### config.mk
export PLATFORM = sky130hd
export DESIGN_NAME = hazard_stall_controller_flat
export DESIGN_NICKNAME = d
export VERILOG_FILES = /design/src/rtl/hazard_stall_controller_if.sv /design/src/rtl/hazard_stall_controller.sv /design/src/flat_wrapper.sv
export SDC_FILE = /design/constraint.sdc
export NUM_CORES = 1
export LEC_CHECK = 0
export ABC_AREA = 1
export CORE_ASPECT_RATIO = 2
export CORE_UTILIZATION = 39
export CTS_CLUSTER_DIAMETER = 200
export DETAILED_ROUTE_END_ITERATION = 10
export PLACE_DENSITY = 0.84
export SLEW_MARGIN = 0
export SYNTH_ARGS = -nofsm -noshare
export SYNTH_HDL_FRONTEND = slang
export SYNTH_SLANG_ARGS = --single-unit
### constraint.sdc
create_clock -name clk -period 2.1 [get_ports clk]
set_input_delay 0.63 -clock clk [delete_from_list [all_inputs] [get_ports clk]]
set_output_delay 0.63 -clock clk [all_outputs]
set_load 0.01 [all_outputs]
### src/rtl/hazard_stall_controller_if.sv
// Pipeline hazard/sequencing bundle between the hazard sources, the pipeline registers and the controller.
// "slave" is the controller side; "master" is the pipeline/hazard-source side.
interface hazard_stall_controller_if;
    logic        IDEXMemRead;
    logic [4:0]  IDEXRt;
    logic [4:0]  IFIDRs;
    logic [4:0]  IFIDRt;
    logic        IFIDUsesRt;
    logic        BranchTaken;
    logic        MemReq;
    logic        MemAck;
    logic        PCWrite;
    logic        IFIDWrite;
    logic        IDEXWrite;
    logic        EXMEMHold;
    logic        IDEXBubble;
    logic        IFIDFlush;
    logic        MemTimeout;
    logic [31:0] StallCount;

    modport master (
        output IDEXMemRead, IDEXRt, IFIDRs, IFIDRt, IFIDUsesRt, BranchTaken, MemReq, MemAck,
        input  PCWrite, IFIDWrite, IDEXWrite, EXMEMHold, IDEXBubble, IFIDFlush, MemTimeout, StallCount
    );

    modport slave (
        input  IDEXMemRead, IDEXRt, IFIDRs, IFIDRt, IFIDUsesRt, BranchTaken, MemReq, MemAck,
        output PCWrite, IFIDWrite, IDEXWrite, EXMEMHold, IDEXBubble, IFIDFlush, MemTimeout, StallCount
    );
endinterface

### src/rtl/hazard_stall_controller.sv
// Purpose: PC/IF-ID/ID-EX/EX-MEM enables and flushes for load-use, taken-branch and data-memory waits.
// Latency: control outputs are combinational (0 cycles); MemTimeout/StallCount registered.
// Backpressure: an unacknowledged MemReq freezes the whole pipe; MEM_WAIT_MAX overrun traps in ERROR until rst.
// Optional stall counter built only when PERF_STALL_CNT_EN is defined.
module hazard_stall_controller #(
    parameter int MEM_WAIT_MAX = 15
) (
    input  logic                    clk,
    input  logic                    rst,
    hazard_stall_controller_if.slave bus
);
    localparam logic [1:0] RUN      = 2'd0;
    localparam logic [1:0] MEM_WAIT = 2'd1;
    localparam logic [1:0] ERROR    = 2'd2;
    localparam logic [7:0] WAIT_MAX = 8'(MEM_WAIT_MAX);

    logic [1:0] r_state;
    logic [7:0] r_wait_cnt;
    logic       r_mem_timeout;

    logic w_freeze;
    logic w_load_use;
    logic w_pc_write;
    logic w_ifid_write;
    logic w_idex_write;
    logic w_exmem_hold;
    logic w_idex_bubble;
    logic w_ifid_flush;

    assign w_freeze = ((r_state == RUN) && bus.MemReq && !bus.MemAck)
                    || ((r_state == MEM_WAIT) && !bus.MemAck)
                    || (r_state == ERROR);

    assign w_load_use = bus.IDEXMemRead && (bus.IDEXRt != 5'd0)
                      && ((bus.IDEXRt == bus.IFIDRs)
                          || (bus.IFIDUsesRt && (bus.IDEXRt == bus.IFIDRt)));

    always_comb begin
        w_pc_write    = 1'b1;
        w_ifid_write  = 1'b1;
        w_idex_write  = 1'b1;
        w_exmem_hold  = 1'b0;
        w_idex_bubble = 1'b0;
        w_ifid_flush  = 1'b0;
        if (rst) begin
            w_pc_write    = 1'b0;
            w_ifid_write  = 1'b0;
            w_idex_write  = 1'b0;
            w_idex_bubble = 1'b1;
            w_ifid_flush  = 1'b1;
        end else if (w_freeze) begin
            w_pc_write   = 1'b0;
            w_ifid_write = 1'b0;
            w_idex_write = 1'b0;
            w_exmem_hold = 1'b1;
        end else if (bus.BranchTaken) begin
            // the ID instruction is discarded, so any load-use on it is moot
            w_idex_bubble = 1'b1;
            w_ifid_flush  = 1'b1;
        end else if (w_load_use) begin
            w_pc_write    = 1'b0;
            w_ifid_write  = 1'b0;
            w_idex_bubble = 1'b1;
        end
    end

    assign bus.PCWrite    = w_pc_write;
    assign bus.IFIDWrite  = w_ifid_write;
    assign bus.IDEXWrite  = w_idex_write;
    assign bus.EXMEMHold  = w_exmem_hold;
    assign bus.IDEXBubble = w_idex_bubble;
    assign bus.IFIDFlush  = w_ifid_flush;
    assign bus.MemTimeout = r_mem_timeout;

    always_ff @(posedge clk) begin
        if (rst) begin
            r_state       <= RUN;
            r_wait_cnt    <= 8'd0;
            r_mem_timeout <= 1'b0;
        end else begin
            case (r_state)
                RUN: begin
                    if (bus.MemReq && !bus.MemAck) begin
                        r_state    <= MEM_WAIT;
                        r_wait_cnt <= 8'd1;
                    end
                end
                MEM_WAIT: begin
                    if (bus.MemAck) begin
                        r_state    <= RUN;
                        r_wait_cnt <= 8'd0;
                    end else if (r_wait_cnt == WAIT_MAX) begin
                        r_state       <= ERROR;
                        r_mem_timeout <= 1'b1;
                    end else begin
                        r_wait_cnt <= r_wait_cnt + 8'd1;
                    end
                end
                ERROR: begin
                    r_state <= ERROR;
                end
                default: begin
                    r_state    <= RUN;
                    r_wait_cnt <= 8'd0;
                end
            endcase
        end
    end

`ifdef PERF_STALL_CNT_EN
    logic [31:0] r_stall_cnt;

    always_ff @(posedge clk) begin
        if (rst) begin
            r_stall_cnt <= 32'd0;
        end else if (!w_pc_write && (r_stall_cnt != 32'hFFFF_FFFF)) begin
            r_stall_cnt <= r_stall_cnt + 32'd1;
        end
    end

    assign bus.StallCount = r_stall_cnt;
`else
    assign bus.StallCount = 32'd0;
`endif

endmodule

### src/flat_wrapper.sv
// flat-port wrapper written by rule: the top's interface ports become plain ports
module hazard_stall_controller_flat 
#(
    parameter int MEM_WAIT_MAX = 15
)
  (clk, rst, bus_IDEXMemRead, bus_IDEXRt, bus_IFIDRs, bus_IFIDRt, bus_IFIDUsesRt, bus_BranchTaken, bus_MemReq, bus_MemAck, bus_PCWrite, bus_IFIDWrite, bus_IDEXWrite, bus_EXMEMHold, bus_IDEXBubble, bus_IFIDFlush, bus_MemTimeout, bus_StallCount);
  hazard_stall_controller_if bus_i ();
  input  logic clk;
  input  logic rst;
  input wire logic [$bits(bus_i.IDEXMemRead)-1:0] bus_IDEXMemRead;
  input wire logic [$bits(bus_i.IDEXRt)-1:0] bus_IDEXRt;
  input wire logic [$bits(bus_i.IFIDRs)-1:0] bus_IFIDRs;
  input wire logic [$bits(bus_i.IFIDRt)-1:0] bus_IFIDRt;
  input wire logic [$bits(bus_i.IFIDUsesRt)-1:0] bus_IFIDUsesRt;
  input wire logic [$bits(bus_i.BranchTaken)-1:0] bus_BranchTaken;
  input wire logic [$bits(bus_i.MemReq)-1:0] bus_MemReq;
  input wire logic [$bits(bus_i.MemAck)-1:0] bus_MemAck;
  output wire logic [$bits(bus_i.PCWrite)-1:0] bus_PCWrite;
  output wire logic [$bits(bus_i.IFIDWrite)-1:0] bus_IFIDWrite;
  output wire logic [$bits(bus_i.IDEXWrite)-1:0] bus_IDEXWrite;
  output wire logic [$bits(bus_i.EXMEMHold)-1:0] bus_EXMEMHold;
  output wire logic [$bits(bus_i.IDEXBubble)-1:0] bus_IDEXBubble;
  output wire logic [$bits(bus_i.IFIDFlush)-1:0] bus_IFIDFlush;
  output wire logic [$bits(bus_i.MemTimeout)-1:0] bus_MemTimeout;
  output wire logic [$bits(bus_i.StallCount)-1:0] bus_StallCount;
  assign bus_i.IDEXMemRead = bus_IDEXMemRead;
  assign bus_i.IDEXRt = bus_IDEXRt;
  assign bus_i.IFIDRs = bus_IFIDRs;
  assign bus_i.IFIDRt = bus_IFIDRt;
  assign bus_i.IFIDUsesRt = bus_IFIDUsesRt;
  assign bus_i.BranchTaken = bus_BranchTaken;
  assign bus_i.MemReq = bus_MemReq;
  assign bus_i.MemAck = bus_MemAck;
  assign bus_PCWrite = bus_i.PCWrite;
  assign bus_IFIDWrite = bus_i.IFIDWrite;
  assign bus_IDEXWrite = bus_i.IDEXWrite;
  assign bus_EXMEMHold = bus_i.EXMEMHold;
  assign bus_IDEXBubble = bus_i.IDEXBubble;
  assign bus_IFIDFlush = bus_i.IFIDFlush;
  assign bus_MemTimeout = bus_i.MemTimeout;
  assign bus_StallCount = bus_i.StallCount;
  hazard_stall_controller #(.MEM_WAIT_MAX(MEM_WAIT_MAX)) u_core (.clk(clk), .rst(rst), .bus(bus_i));
endmodule
---- Word level (Yosys, flattened, before mapping) ----
Index checks and enable logic that the tools add are counted.
word-level totals
  register bits ........................... 11
  bits of input ports ..................... 22
  output and inout bits ................... 39
  logic and storage cells ................. 53
operators by class
  $add $sub $neg .......................... 1
  equality and inequality tests ........... 8
  mux-type cells .......................... 23
  bitwise logic cells ..................... 2
  reduce and logical (&&, ||, !) cells .... 16
operators by type and width
  operator               count
  $mux W8                3
  $pmux W8 S3            1
  $mux W1                15
  $eq A5 B5 Y1           2
  $add A8 B1 Y8 const B  1
  $eq A8 B4 Y1 const B   1
  $logic_and A1 B1 Y1    7
  $mux W2                3
  $ne A3 B3 Y1 const B   2
  $pmux W2 S3            1
  $reduce_and A3 Y1      2
  $reduce_bool A5 Y1     1
  $logic_or A1 B1 Y1     3
  $eq A2 B1 Y1 const B   1
  $eq A2 B2 Y1 const B   1
  $logic_not A2 Y1       1
  $ne A2 B2 Y1 const B   1
  $not A1 Y1             2
  $reduce_and A2 Y1      1
  $logic_not A1 Y1       1

---- Longest topological paths before layout ----
  depth after elaboration ................. 8
  depth in mapped cells ................... 10
  mapped depth without buffers ............ 9

---- Worst setup path after synthesis ----
OpenSTA, ideal clock, no wires.
  path kind ............................... input to output
  from .................................... in bus_MemAck
  to ...................................... out bus_PCWrite
  arrival ................................. 1488 ps
  setup slack ............................. -18 ps
  stages .................................. 9
  path through ............................ inv_1 > nand2_1 > nand2_1 > o21ai_2 > inv_1 > nor2_1 > nand2_1 > inv_1 > buf_4
on the way
  cells in the longest elaborated chain, start to end .. 6
  elaborated cells between the ends (all ways) .. 7
  classes of those cells .................. mux (2); reduce/logical (5)
ends and longest elaborated chain
  item                                    RTL line                                                      source
  from (decl)                             flat_wrapper.sv:17                                            input wire logic [$bits(bus_i.MemAck)-1:0] bus_MemAck;
  $logic_not A1 Y1 (*)                    hazard_stall_controller.sv:30, hazard_stall_controller.sv:31
  $logic_and A1 B1 Y1 (on tied branches)  hazard_stall_controller.sv:30, hazard_stall_controller.sv:31
  $logic_or A1 B1 Y1 (*)                  hazard_stall_controller.sv:31                                 || ((r_state == MEM_WAIT) && !bus.MemAck)
  $logic_or A1 B1 Y1 (*)                  hazard_stall_controller.sv:32                                 || (r_state == ERROR);
  $mux W1 (*) (2 in a row)                -
  to (decl)                               flat_wrapper.sv:18                                            output wire logic [$bits(bus_i.PCWrite)-1:0] bus_PCWrite;
Every way passes the cells marked *; elsewhere a longest branch is shown, timed or not.

---- Worst setup path in the final report ----
  from .................................... in bus_IDEXRt[4]
  to ...................................... out bus_PCWrite
on the way
  cells in the longest elaborated chain, start to end .. 8
  elaborated cells between the ends (all ways) .. 11
  classes of those cells .................. eq/ne (2); mux (4); reduce/logical (5)
ends and longest elaborated chain
  item                     RTL line                       source
  from (decl)              flat_wrapper.sv:11             input wire logic [$bits(bus_i.IDEXRt)-1:0] bus_IDEXRt;
  $eq A5 B5 Y1             hazard_stall_controller.sv:36  || (bus.IFIDUsesRt && (bus.IDEXRt == bus.IFIDRt)));
  $logic_and A1 B1 Y1      hazard_stall_controller.sv:36
  $logic_or A1 B1 Y1       hazard_stall_controller.sv:36
  $logic_and A1 B1 Y1 (*)  hazard_stall_controller.sv:35  && ((bus.IDEXRt == bus.IFIDRs)
  $mux W1 (*)              hazard_stall_controller.sv:60  end else if (w_load_use) begin
  $mux W1 (*)              hazard_stall_controller.sv:56  end else if (bus.BranchTaken) begin
  $mux W1 (*)              hazard_stall_controller.sv:51  end else if (w_freeze) begin
  $mux W1 (*)              hazard_stall_controller.sv:45  if (rst) begin
Marks and branches as above.

==> metrics.md <==
| Metric | Value |
|---|---|
| Syn-to-layout area delta | `26.5%` |
| Arr. time, crit path | `1.45 ns` |
| Worst hold path type | `reg -> reg` |
| Most frequent cells in the layout | `nand2_1 (46), conb_1 (32), inv_1 (26)` |
| Synthesized-area fraction occupied by xor and xnor cells | `0.00758` |
| DIE AREA | `3200 sq um` |
| Total GRT Usage | `0.186` |
| I/O pin cnt | `around 60` |
| Yosys top cell by area | `buf_4` |
| Post-Synth Simple-Gate Area | `0.391` |
| Worst Skew | `0.00610 ns` |
| Power per cell area | `530 nW/um^2` |
| Number of global-route vias before repair | `1048` |
| Vias per inst | `roughly 4.5` |
| Largest net degree at the start of global routing | `8` |
| Max Fclk | `480 MHz` |
| Yosys top cell area share | `0.215` |
| Synth Area in Adders | `0.0108` |
| Hold Slack | `0.455 ns` |
| Post-Route WL | `about 2.7 mm` |
| Compound-Gate Fraction of Synth Area | `0.0639` |
| Worst Setup End Kind | `primary output` |
| HPWL Detailed | `~2.2 mm` |
| Via count | `1193` |
| Die height | `between 70 and 80 microns` |
| Worst Setup Start Kind | `input port` |
| Maxcap violations | `0` |
| I/O Buffers | `28` |
| Min Clock Period, post-route | `between 2 and 2.5 ns` |
| Ys Warns | `0` |
| Synth area leaders | `buf_4 (21%), dfxtp_1 (19%), nand2_1 (17%), inv_1 (11%), nand3_1 (6.1%)` |
| Initial core utilization | `0.417` |
| Critical Path Fanout Max | `4` |
| Global-route wire length before repair | `4.09 mm` |
| Share of cells above drive strength 1 | `0.277` |
| Worst endpoint required time | `1.47 ns` |
| Worst-Skew Late Latency | `0.25 ns` |
| CTS buffer count | `3` |
| Syn avg cell area | `5.92 sq um` |
| Pins Over Slew Limit | `0` |
| Count of state elements after synthesis | `11` |
| CTS Sinks | `11` |
| Worst R2R Start | `u_core.r_wait_cnt[0]` |
| Post-synthesis sequential area ratio | `0.191` |
| Final hold viol count | `0` |
| Yosys cell types | `23` |
| ANT cells | `0` |
| Core ar. | `2770 sq um` |
| Row count | `27` |
| Non-filler instance count after layout | `264` |
| Max IR drop VDD | `0.000265 V` |
| Total grt overflow | `0` |
| Total power draw | `775 uW` |
| Unrepaired setup endpoints after global routing | `true` |
| Root Driver | `clkbuf_8` |
| First-pass DRT Iterations | `4` |
| Static Leak | `about 0.00085 uW` |
| Clk buf depth | `2` |
| Final setup viols | `0` |
| Synth Instances | `195` |
| Worst Hold Launch | `u_core.bus.MemTimeout` |
| Outcome | `complete, no violations` |
| Core Util, Final | `0.528` |
| Post-Syn Area | `1150 sq um` |
| Hold buffer count at cts | `0` |
| DRT antenna net count | `0` |
| Initial antenna violation count | `0` |
| TritonCTS clock tree | `done` |
| GPL Wtd Cong | `~0.74` |
| WL/cell | `10.2 microns` |
| Fin crit share | `0.992` |
| Inst Count DP | `258` |
| Die Width | `40.5 microns` |
| Crit path kind | `in -> out` |
| # H-tree levels | `1` |
| Reg clk slew, reported paths | `0.05 ns` |
| DRC viols | `0` |
| Drt initial violations | `20` |
| Largest family of logic cells by synthesized area | `simple AND/OR/NAND/NOR gates` |
| Nets | `259` |
| Critical path launch point | `bus_IDEXRt[4]` |
| Commonest non-fill, non-tap cell in the layout | `nand2_1` |
| Post-synthesis mux area share | `0` |
-- cells by family (layout without fill, tap and decap cells) --
logic type / after synthesis / after routing
AND/OR/NAND/NOR: 99 / 99
buffers and inverters: 69 / 78
AO/OA/AOI/OAI: 13 / 13
flip-flops: 11 / 11
adder cells (fa/ha/maj): 1 / 1
other: 1 / 32
XOR/XNOR: 1 / 1
-- worst paths after layout --
kind	end	slack, ns	cells past startpoint
setup / recovery	bus_PCWrite	0.02	11
hold / removal	u_core.bus.MemTimeout	0.46	2
setup reg to reg	u_core.r_wait_cnt[5]	0.68	7
hold reg to reg	u_core.bus.MemTimeout	0.46	2
-- worst max-delay path: stages --
cell     delay [ns]
buf_6          0.08
inv_1          0.04
nand2_1        0.06
nand2_1        0.05
nor2_2         0.12
nand3_1        0.10
nand2_2        0.10
nand3_2        0.06
nand2_1        0.05
inv_1          0.04
buf_2          0.13
-- power breakdown --
group | leakage [uW] | total (uW) | internal [uW] | switching [uW]
registers | 0.0000892 | 239 | 222 | 16.3
clock network | 0.0000228 | 221 | 134 | 86.7
logic | 0.000741 | 315 | 132 | 183
-- synth_stat cells --
| master | count |
|---|---|
| o22ai_1 | 1 |
| a21oi_1 | 9 |
| inv_1 | 34 |
| conb_1 | 1 |
| nand3_1 | 14 |
| dfxtp_1 | 11 |
| nand2_2 | 1 |
| xnor2_1 | 1 |
| nor3b_1 | 1 |
| clkinv_2 | 1 |
| nor2_4 | 1 |
| ha_1 | 1 |
| nor2_1 | 17 |
| nand3b_1 | 1 |
| buf_4 | 33 |
| o21ai_2 | 2 |
| o21ai_0 | 1 |
| nand2_1 | 52 |
| clkbuf_1 | 1 |
| or2_2 | 1 |
| nand2_4 | 3 |
| nand4_1 | 7 |
| nor2_2 | 1 |
-- what timing repair did --
| item | in CTS | in global routing |
|---|---|---|
| setup buffers | 2 | 0 |
| resized for setup | 108 | 14 |
| setup endpoints to repair | 6 | 4 |
| pin swaps | 28 | 13 |
| endpoints found under the hold margin | 0 | 0 |
-- stage by stage --
stage	setup slack (ns)	setup TNS (ns)	instance area (sq um)
floorplan	0.0386	0	1270
global placement	-0.813	-4.42	1410
detailed placement	-0.845	-4.60	1410
CTS	-0.00619	-0.0121	1430
global route	-0.0836	-0.222	1460
finish	0.0166	0	1460
-- registers in the layout, summed over array words and instances (netlist names) --
| name | cells |
|---|---|
| u_core.r_state | 2 |
| u_core.bus.MemTimeout | 1 |
| u_core.r_wait_cnt | 8 |
-- layout make-up --
class,instances,area (sq um)
Clock buffer,4,45.0
Sequential cell,11,220
Timing Repair Buffer,39,309
Inverter,35,140
Tap cell,29,36.3
Multi-Input combinational cell,146,711
Fill cell,287,1310
-- routing by layer --
layer | routed length (microns) | global-route usage
met2 | 1650 | 0.375
met5 | 0 | 0
met3 | 149 | 0.0447
met4 | 56 | 0.0800
met1 | 834 | 0.137
Power figures use the tool's default switching activity.
==> RTL change 1: new RTL, same flow settings <==
Add a define of `PERF_STALL_CNT_EN`.
--- a/src/rtl/hazard_stall_controller.sv
+++ b/src/rtl/hazard_stall_controller.sv
@@ -2,6 +2,8 @@
 // Latency: control outputs are combinational (0 cycles); MemTimeout/StallCount registered.
 // Backpressure: an unacknowledged MemReq freezes the whole pipe; MEM_WAIT_MAX overrun traps in ERROR until rst.
 // Optional stall counter built only when PERF_STALL_CNT_EN is defined.
+`define PERF_STALL_CNT_EN
+
 module hazard_stall_controller #(
     parameter int MEM_WAIT_MAX = 15
 ) (
Behaviour: not the same (a bounded check fails within 4 cycles, from zero or initial values and one cycle with rst high).
==> RTL change 1 against the original RTL <==
- cell area grew to 2.7 times the old value
- sequential share of layout area grew 7.0 points
- global-route usage grew 4.9 points
- final cell count grew 150%
- sequential power grew to 3.6 times the old value
- routed wire length rose to 3.3 times the old value
- worst setup slack worse by 13 ps
- sequential cell count up 32
- combinational power barely moved
- register-to-register slack lost 540 ps
- power increased to 2.6 times the old value
- maximum frequency shrank 0.60%
- first-iteration DRC count rose to 9.0 times the old value
- synthesized area rose to 2.5 times the old value
- critical path type unchanged
==> RTL change 1: results (changes against the original RTL) <==
status complete, no violations; max reg flops 32 (+24); Final Util 53.7% (+0.95 points); Iter 0 DRT Violations 180 (+800%); Peak VDD IR 0.373 mV (+41%); diode count 0 (unchanged); Post-DP HPWL 6940 um (+210%); cts bufs inserted 5 (+2); placed cell areas 0.00372 sq mm (+160%); syn nets around 510; Signal buffers 79 (+100%); Crit Path Max Fanout 4 (unchanged); sequential share of cell area 22.1% (+7.0 points); main area contributors after synthesis dfxtp_1 30%, nand2_1 20%, nand3_1 9.1%; Crit-path slowest cell buf_6; largest net degree at the start of global routing 36 (+28); setup slack at placement -886 ps (-40.8 ps); signal buffers share of area 18.4% (-2.7 points); # rows 44 (+63%); Clock Tree Buf Depth 2 (unchanged); Cells after Synth 487 (+150%); Post-synth top cells 158 x nand2_1, 59 x nor2_1, 55 x inv_1; multi-input gates 374 (+160%); Post-synth ARST share 0% (unchanged); Largest delay share family, worst path simple AND/OR/NAND/NOR gates; slew margin rel. between 70 and 80%; area taken by multi-input logic gates 0.00183 sq mm (+160%); clock buf count 8 (+4); Clk pin slew, worst setup/hold paths roughly 60 ps; fin cells 652 (+150%); GR Util All Layers 23.5% (+4.9 points); CP peak stage delay 110 ps (-20 ps); Netlist cell types 27 (+17%); placer congestion estimate 0.997 (+34%); DRC 0 (unchanged); worst skew pair latency 290 ps (+40 ps); H-tree depth 2 (+1); Inverters 56 (+60%); initial antenna violation count 0 (unchanged); WL/cell 13.7 um (+35%); Root Driver clkbuf_16; arrival time worst endpoint 1470 ps (+20 ps); sequential cell count 43 (+32); sequential fraction of the synthesis area 29.5% (+10 points); DP Cell Count 643 (+150%); clk tree area frac 4.01% (+0.93 points); Fin Clk Skew 3.59 ps (-2.52 ps); layout cells sized above 1 14.5% (-13 points); Fillers 742 (+160%); vias post-DR 3343 (+180%); YS warnings 0 (unchanged); nets 583 (+130%); PortBufs 60 (+110%); first drt pass iteration count 4 (unchanged); Pleak 1.60 nW (+87%); first-pass GRT wire length 14600 um (+260%)
[RTL change 1: cells by family (layout without fill, tap and decap cells)]
| group | after synthesis | count (layout) | synth area share [%] |
|---|---|---|---|
| DFF | 43 | 43 | 29.5 |
| xor gates and xnor gates | 21 | 21 | 6.31 |
| buffers and inverters | 70 | 143 | 10.1 |
| adders and majority gates | 2 | 2 | 0.859 |
| AOI/OAI and AO/OA | 47 | 47 | 8.29 |
| and+or+nand+nor | 304 | 304 | 44.9 |
[RTL change 1: what timing repair did]
action,CTS,global route
pin swaps,26,13
resized for setup,115,19
buffers inserted,1,0
endpoints found under the setup margin,38,12
[RTL change 1: report_power, final]
part,leakage (nW),internal [W],switching (W)
clock,0.0772,0.000506,0.000310
sequential,0.347,0.000829,0.0000207
combinational,1.17,0.000138,0.000178
total,1.60,0.00147,0.000509
[RTL change 1: routing by layer]
metal	vias up	GRT usage [%]	part of all wire [%]
li1	1690	-	-
met1	1531	21.0	36
met2	93	46.6	57
met3	29	3.77	2.7
met4	0	13.8	4.4
met5	-	0	0
[RTL change 1: final timing paths]
kind	end	depth (start not counted)	slack, ps	start
setup / recovery	bus_IFIDWrite	11	4	bus_IDEXRt[0]
hold / removal	u_core.bus.MemTimeout$_SDFFE_PP0P_	2	460	u_core.bus.MemTimeout$_SDFFE_PP0P_
setup reg to reg	u_core.bus.StallCount[21]$_SDFFE_PP0P_	10	140	u_core.bus.StallCount[0]$_SDFFE_PP0P_
hold reg to reg	u_core.bus.MemTimeout$_SDFFE_PP0P_	2	460	u_core.bus.MemTimeout$_SDFFE_PP0P_
[RTL change 1: tightest hold or removal path, delay by kind of cell, from the launching register on]
family | cells | cell delay (ps)
flops | 1 | 310
compound gates | 1 | 50
buf+inv | 1 | 50
==> RTL change 2: new RTL, same settings <==
Without the edit above. `MEM_WAIT_MAX` is set to 15 in 2 places; all go to 7.
--- a/src/rtl/hazard_stall_controller.sv
+++ b/src/rtl/hazard_stall_controller.sv
@@ -3,7 +3,7 @@
 // Backpressure: an unacknowledged MemReq freezes the whole pipe; MEM_WAIT_MAX overrun traps in ERROR until rst.
 // Optional stall counter built only when PERF_STALL_CNT_EN is defined.
 module hazard_stall_controller #(
-    parameter int MEM_WAIT_MAX = 15
+    parameter int MEM_WAIT_MAX = 7
 ) (
     input  logic                    clk,
     input  logic                    rst,
--- a/src/flat_wrapper.sv
+++ b/src/flat_wrapper.sv
@@ -1,7 +1,7 @@
 // flat-port wrapper written by rule: the top's interface ports become plain ports
 module hazard_stall_controller_flat 
 #(
-    parameter int MEM_WAIT_MAX = 15
+    parameter int MEM_WAIT_MAX = 7
 )
   (clk, rst, bus_IDEXMemRead, bus_IDEXRt, bus_IFIDRs, bus_IFIDRt, bus_IFIDUsesRt, bus_BranchTaken, bus_MemReq, bus_MemAck, bus_PCWrite, bus_IFIDWrite, bus_IDEXWrite, bus_EXMEMHold, bus_IDEXBubble, bus_IFIDFlush, bus_MemTimeout, bus_StallCount);
   hazard_stall_controller_if bus_i ();
Function: changed (Yosys sat finds a counterexample within 10 cycles, from zero or initial values and one cycle with rst high).
==> RTL change 2 against the original RTL <==
- the run now ends with negative setup slack left
- sequential share of layout area about the same
- worst setup slack got worse by 56 ps
- routed wire length shrank 4.4%
- sequential cell count stayed put
- power down 15%
- worst hold slack lost 5.4 ps
- die area up 1.7%
- synthesized area rose by 1.7%
- sequential power decreased by 7%
- cell area rose by 0.26%
- critical path type unchanged
- largest power group is now sequential cells
==> RTL change 2: results (changes against the original RTL) <==
layout cells sized above 1 30.5% (+2.8 points); Crit. Startpoint bus_IDEXRt[2]; grt met1 use 13.7% (-0.064 points); Post-DP HPWL 2120 um (-4.4%); placed cell areas 0.00143 sq mm (+1.8%); Iter 0 DRT Violations 14 (-30%); placer congestion estimate 0.742 (-0.23%); Pleak 0.839 nW (-1.7%); failing checks negative setup slack; status finished, violations left; Peak VDD IR 0.279 mV (+5.5%); Fin Clk Skew 7.29 ps (+1.18 ps); Cells after Synth 196 (+0.51%); first-pass GRT wire length 4170 um (+2.0%); Netlist cell types 25 (+8.7%); first drt pass iteration count 3 (-1); YS warnings 0 (unchanged); Met1 Routed Length 831 um (-0.36%); setup slack at placement -869 ps (-24.5 ps); M2 GR Usage 37.7% (+0.20 points); final WL 2580 um (-4.4%); Fin Setup TNS -79.6 ps (-79.6 ps); sequential fraction of the synthesis area 18.7% (-0.32 points); main area contributors after synthesis buf_4 21%, dfxtp_1 19%, nand2_1 16%; GR Util All Layers 18.2% (-0.41 points); DR WL met2 1580 um (-4.7%); arrival time worst endpoint 1510 ps (+60 ps); Fillers 301 (+4.9%); M3 GR Usage 1.95% (-2.5 points); highest routed layer met4; final worst setup slack -39.8 ps (-56.4 ps); met3 wire len 110 um (-26%); vias post-DR 1187 (-0.50%); final number of setup-violating endpoints 2 (+2)
## RTL change 2: changes by cell type in the layout (fill, tap and decap cells not counted), sizes merged, moves of 2 or more
cell / delta
inv: +2
buf: -3
clkbuf: +4
nor2: -3
o21ai: +3
dlygate4sd2: -3
dlymetal6s2s: +2
## RTL change 2: area by class of cell
type	count	share of cell area [%]
sequential	11	15.0
inverter	36	9.22
timing repair buffer	39	20.0
tap	29	2.48
multi-input combinational	146	50.2
clock buffer	4	3.07
## RTL change 2: kinds of logic (layout without fill, tap and decap cells)
logic type	after synthesis	count (layout)	share of synthesized area, %
and+or+nand+nor	95	95	36.7
buffers and inverters	70	79	32.9
AOI/OAI and AO/OA	17	17	9.48
DFF	11	11	18.7
adders and majority gates	1	1	1.06
other	1	32	0.319
xor gates and xnor gates	1	1	0.746
## RTL change 2: worst paths after layout
check | cells after the start | slack, ps | to
max | 11 | -40 | bus_PCWrite
min | 2 | 450 | u_core.bus.MemTimeout$_SDFFE_PP0P_
max reg2reg | 7 | 670 | u_core.r_wait_cnt[1]$_SDFFE_PP0P_
min reg2reg | 2 | 450 | u_core.bus.MemTimeout$_SDFFE_PP0P_
## RTL change 2: worst register-to-register path: cells and delay by family, from the launching register on
family	cells	cell delay, ps
simple gates	5	600
flops	1	380
fa+ha+maj	1	290
compound gates	1	100
## RTL change 2: where the power goes
| group | total, W | internal [W] | leakage (nW) | switching (W) |
|---|---|---|---|---|
| registers | 0.000223 | 0.000215 | 0.0891 | 0.00000805 |
| logic | 0.000216 | 0.0000908 | 0.727 | 0.000125 |
| clock network | 0.000216 | 0.000133 | 0.0228 | 0.0000826 |
## RTL change 2: timing repair
item                       CTS  global route
setup endpoints to repair    6             6
pin swaps                   27            15
setup buffers                1             0
gates cloned                 0             0
gates resized for setup     98            17
